### config.mk
export PLATFORM = sky130hd
export DESIGN_NAME = mux_cdc_launcher
export DESIGN_NICKNAME = d
export VERILOG_FILES = /design/src/rtl/mux_cdc_launcher.sv
export SDC_FILE = /design/constraint.sdc
export NUM_CORES = 1
export LEC_CHECK = 0
export BUFFER_PORTS_ARGS = -buffer_cell sky130_fd_sc_hd__buf_2
export CORE_MARGIN = 5
export CORE_UTILIZATION = 39
export DETAILED_ROUTE_END_ITERATION = 6
export HOLD_SLACK_MARGIN = 0.1
export PLACE_DENSITY = 0.63
export SETUP_SLACK_MARGIN = 0.05
export SKIP_LAST_GASP = 1
export SYNTH_ARGS = -nofsm -noshare
export SYNTH_HDL_FRONTEND = slang
export SYNTH_SLANG_ARGS = --single-unit
### constraint.sdc
create_clock -name clk_a -period 5.68 [get_ports clk_a]
set_input_delay 0.852 -clock clk_a [delete_from_list [all_inputs] [get_ports clk_a]]
set_output_delay 0.852 -clock clk_a [all_outputs]
set_load 0.005 [all_outputs]
### src/rtl/mux_cdc_launcher.sv
// Source-side launcher for the clk_a->clk_b enable-qualified crossing: FIFO-buffered words
// are replayed as level-held tx_data/tx_en bursts separated by a quiet gap.
//
// state  | meaning
// S_IDLE | tx_en low, waiting for a buffered word; pops the head when one is present
// S_HOLD | tx_en high, tx_data frozen for HOLD_CYCLES cycles
// S_GAP  | tx_en low for GAP_CYCLES cycles, tx_data keeps the last word
module mux_cdc_launcher #(
  parameter int WIDTH       = 4,
  parameter int DEPTH       = 4,
  parameter int HOLD_CYCLES = 8,
  parameter int GAP_CYCLES  = 4
) (
  input  logic                     clk_a,
  input  logic                     arstn,
  input  logic [WIDTH-1:0]         in_data,
  input  logic                     in_valid,
  output logic                     in_ready,
  output logic [WIDTH-1:0]         tx_data,
  output logic                     tx_en,
  output logic                     tx_done,
  output logic                     busy,
  output logic [$clog2(DEPTH):0]   level
);

  localparam int PW   = $clog2(DEPTH);
  localparam int LW   = PW + 1;
  localparam int MAXC = (HOLD_CYCLES > GAP_CYCLES) ? HOLD_CYCLES : GAP_CYCLES;
  localparam int CW   = $clog2(MAXC);

  typedef enum logic [1:0] {
    S_IDLE = 2'd0,
    S_HOLD = 2'd1,
    S_GAP  = 2'd2
  } state_t;

  state_t            state_q;
  logic [CW-1:0]     cnt_q;
  logic [WIDTH-1:0]  tx_data_q;
  logic              tx_en_q;
  logic              tx_done_q;

  logic [WIDTH-1:0]  mem_q [DEPTH];
  logic [PW-1:0]     wr_ptr_q, wr_ptr_d;
  logic [PW-1:0]     rd_ptr_q, rd_ptr_d;
  logic [LW-1:0]     level_q, level_d;

  logic              push;
  logic              pop;

  assign in_ready = (level_q != LW'(DEPTH));
  assign push     = in_valid && in_ready;
  assign pop      = (state_q == S_IDLE) && (level_q != '0);

  // Pointers wrap for free because DEPTH is a power of two.
  always_comb begin
    wr_ptr_d = wr_ptr_q;
    rd_ptr_d = rd_ptr_q;
    level_d  = level_q;
    if (push) wr_ptr_d = wr_ptr_q + PW'(1);
    if (pop)  rd_ptr_d = rd_ptr_q + PW'(1);
    case ({push, pop})
      2'b10:   level_d = level_q + LW'(1);
      2'b01:   level_d = level_q - LW'(1);
      default: level_d = level_q;
    endcase
  end

  always_ff @(posedge clk_a or negedge arstn) begin
    if (!arstn) begin
      wr_ptr_q <= '0;
      rd_ptr_q <= '0;
      level_q  <= '0;
    end else begin
      wr_ptr_q <= wr_ptr_d;
      rd_ptr_q <= rd_ptr_d;
      level_q  <= level_d;
      if (push) mem_q[wr_ptr_q] <= in_data;
    end
  end

  always_ff @(posedge clk_a or negedge arstn) begin
    if (!arstn) begin
      state_q   <= S_IDLE;
      cnt_q     <= '0;
      tx_data_q <= '0;
      tx_en_q   <= 1'b0;
      tx_done_q <= 1'b0;
    end else begin
      tx_done_q <= 1'b0;
      case (state_q)
        S_IDLE: begin
          if (pop) begin
            tx_data_q <= mem_q[rd_ptr_q];
            tx_en_q   <= 1'b1;
            cnt_q     <= CW'(HOLD_CYCLES - 1);
            state_q   <= S_HOLD;
          end
        end
        S_HOLD: begin
          if (cnt_q != '0) begin
            cnt_q <= cnt_q - CW'(1);
          end else begin
            tx_en_q   <= 1'b0;
            tx_done_q <= 1'b1;
            cnt_q     <= CW'(GAP_CYCLES - 1);
            state_q   <= S_GAP;
          end
        end
        S_GAP: begin
          if (cnt_q != '0) cnt_q <= cnt_q - CW'(1);
          else             state_q <= S_IDLE;
        end
        default: begin
          tx_en_q <= 1'b0;
          state_q <= S_IDLE;
        end
      endcase
    end
  end

  assign tx_data = tx_data_q;
  assign tx_en   = tx_en_q;
  assign tx_done = tx_done_q;
  assign level   = level_q;
  assign busy    = (state_q != S_IDLE) || (level_q != '0);

endmodule

==> impl_metrics.tcl <==
set metrics [dict create \
    vias 907 \
    grt_util_met2 0.1683 \
    die_area_mm2 0.005455 \
    core_area_mm2 0.003971 \
    overflow 0 \
    antenna_cells 0 \
    cts_inserted_buffers 5 \
    synth-seq-area-share 0.5854 \
    antenna_found_initial 0 \
    ys_ff_latch 34 \
    cts_root_buf "clkbuf_8" \
    start_kind "register" \
    status "finished, final reports clean" \
    cap_violations 0 \
    worstPathRequired_ns 4.83 \
    clock_path_buffers 2 \
    syn_nets 131 \
    period_share 0.4264 \
    start_util 0.4004 \
    power.internal_w 0.0006574 \
    yosys_warnings 0 \
    power_switching_w 0.0003457 \
    cp_max_fo 4 \
    gr-usage-met3 0.04241 \
    row_count 23 \
    die_h_um 73.86 \
    wl_um 2565 \
    final_hold_viol_count 0 \
    cellPowerDensity_mw_per_mm2 552.2 \
    grt_pass1_vias 983 \
    worstSetupPathType "register to primary output" \
    hold_path_class "register to register" \
    route.antenna.remaining_nets 0 \
    setup_viol 0 \
    holdBufCountCts 0 \
    worst_slew_pin_slew_ns 0.4590 \
    swShare 0.3446 \
    ys_types 29 \
    peakVddDrop_v 0.0002792 \
    wl_per_cell_um 13.86 \
    gp_congestion 0.7556 \
    comb_power_share 0.413 \
    relSlewSlack 0.6940 \
    num_io_pins 18 \
    setup_tns_ns 0 \
    htreeDepth 2 \
    clk_pin_slew_ns 0.07 \
    synth_area_mm2 0.001590 \
    fmax_mhz 412.9 \
    layout_min_cycle_time_ns 2.422 \
    rsz0062_at_grt "no" \
    clk_latency_ns 0.28 \
    post-cts-setup-buffers 0 \
    grt.total_usage 0.1104 \
    syn_avg_cell_area_um2 14.20 \
    drc_errors 0 \
    fp.dieW_um 73.86 \
    p_leak_nw 0.8037 \
    hpwlAfterDp_um 1894 \
    final.setup_skew_ns 0.006239 \
    syn_inst 112 \
    cts_tree "yes" \
    post-route-util 0.4575 \
    top_usage_layer "met2" \
    worstSetupEndpointType "primary output" \
    nets 153 \
    drive_above_1_share 0.2741 \
    grt_pass1_wl_um 4402 \
    grt_max_degree 23 \
    ctsResizeCount 0 \
    worstPathArrival_ns 1.57 \
    drt_pass1_iterations 4 \
    io_buffers 17 \
    clkPwrFrac 0.181 \
    syn_to_final_growth_pct 14.24 \
    met1_usage 0.1334 \
    viasPerCell 4.903 \
    drt-initial-drc-count 54 \
    slew_violations 0 \
    seqPwrFrac 0.406 \
    clkSinkCount 34 \
]
==> area by class of cell <==
class                      instances  area [µm²]
timing repair buffer              17       85.08
tap                               50       62.56
multi-input combinational         63       594.3
clock inverter                     2       12.51
inverter                          13       48.80
sequential                        34       930.9
clock buffer                       6       82.58
fill                             371        2155
==> stage by stage <==
| step | setup WS [ns] | std cells | hold slack, ns | power, W | area (µm²) |
|---|---|---|---|---|---|
| CTS | 3.245 | 185 | 0.5015 | 0.001016 | 1817 |
| detailed placement | 3.340 | 177 | 0.4762 | 0.0008303 | 1722 |
| floorplan | 3.481 | 112 | 0.4897 | 0.0007253 | 1590 |
| finish | 3.258 | 185 | 0.5027 | 0.001003 | 1817 |
| global placement | 3.408 | 177 | 0.4776 | 0.0008081 | 1722 |
| global route | 3.131 | 185 | 0.5186 | 0.001082 | 1817 |
==> final timing paths <==
kind / from / end / slack [ns] / cells past startpoint
worst min-delay path: tx_en$_DFFE_PN0P_ / tx_en$_DFFE_PN0P_ / 0.50 / 1
worst max register to register: state_q[0]$_DFFE_PN0P_ / level[2]$_DFFE_PN0P_ / 3.57 / 10
worst max-delay path: state_q[0]$_DFFE_PN0P_ / busy / 3.26 / 5
min in group asynchronous: arstn / state_q[1]$_DFFE_PN0P_ / 0.51 / 1
max in group asynchronous: arstn / state_q[0]$_DFFE_PN0P_ / 4.85 / 1
worst min register to register: tx_en$_DFFE_PN0P_ / tx_en$_DFFE_PN0P_ / 0.50 / 1
==> routing by layer <==
layer  up-vias  wire length, µm
met4         0               58
met1       435             1160
met3        11              138
li1        437                -
met5         -                0
met2        24             1208
==> logic make-up after synthesis <==
kind of cell | count (synthesis) | share of synthesized area
muxes | 10 | 0.1102
and+or+nand+nor | 20 | 0.07002
buffers and inverters | 15 | 0.04090
AOI/OAI and AO/OA | 15 | 0.06136
xor gates and xnor gates | 6 | 0.03304
adders and majority gates | 12 | 0.09913
DFF | 34 | 0.5854
==> worst max-delay path, stage by stage (launching register included) <==
cell,delay [ns]
dfrtp_1,0.41
inv_1,0.09
ha_1,0.17
nor4b_2,0.33
inv_1,0.14
buf_2,0.15
==> cells in the final DEF, fill, tap and decap left out <==
cell	count
a21o_1	2
nor2_1	5
o21ai_0	3
and2_1	1
mux2i_1	1
ha_1	11
nor3_1	1
dfrtp_1	18
a22o_1	2
edfxtp_1	16
and3_1	4
xnor2_1	4
o21ai_1	1
nand3_1	1
nor4b_2	1
a21oi_1	4
nand2b_1	3
fa_1	1
a211oi_2	1
inv_1	12
clkbuf_8	6
mux2_4	5
clkinv_2	1
clkinvlp_4	1
nor2b_1	1
buf_2	17
nand2_1	3
xor2_1	2
a31oi_1	2
mux4_2	4
inv_2	1
==> synthesized netlist by cell type <==
library cell | number | area (µm²)
and3_1 | 4 | 25.02
nand2b_1 | 3 | 18.77
a21o_1 | 2 | 15.01
a21oi_1 | 4 | 20.02
buf_2 | 1 | 5.000
inv_2 | 1 | 3.750
nand3_1 | 1 | 5.000
fa_1 | 1 | 20.02
mux2_4 | 5 | 75.07
nor2b_1 | 1 | 6.260
dfrtp_1 | 18 | 450.4
nor2_1 | 5 | 18.77
mux4_2 | 4 | 90.09
o21ai_1 | 1 | 5.000
a31oi_1 | 2 | 12.51
edfxtp_1 | 16 | 480.5
nor3_1 | 1 | 5.000
nor4b_2 | 1 | 15.01
a22o_1 | 2 | 17.52
xnor2_1 | 4 | 35.03
buf_6 | 1 | 11.26
a211oi_2 | 1 | 12.51
xor2_1 | 2 | 17.52
and2_1 | 1 | 6.260
o21ai_0 | 3 | 15.01
mux2i_1 | 1 | 10.01
inv_1 | 12 | 45.04
nand2_1 | 3 | 11.26
ha_1 | 11 | 137.6
==> power groups by stage <==
stage          Combinational, W  Sequential (W)  Clock, W
2_1_floorplan          0.000333        0.000392         0
3_3_place_gp           0.000400        0.000408         0
3_5_place_dp           0.000417        0.000413         0
4_1_cts                0.000421        0.000409  0.000187
5_1_grt                0.000464        0.000420  0.000198
6_report               0.000415        0.000407  0.000182
==> registers in the layout, indices dropped and copies added, names as in the netlist <==
signal,flops
mem_q,16
tx_data,4
cnt_q,3
level,3
rd_ptr_q,2
state_q,2
wr_ptr_q,2
tx_done,1
tx_en,1
Power figures use the tool's default switching activity.
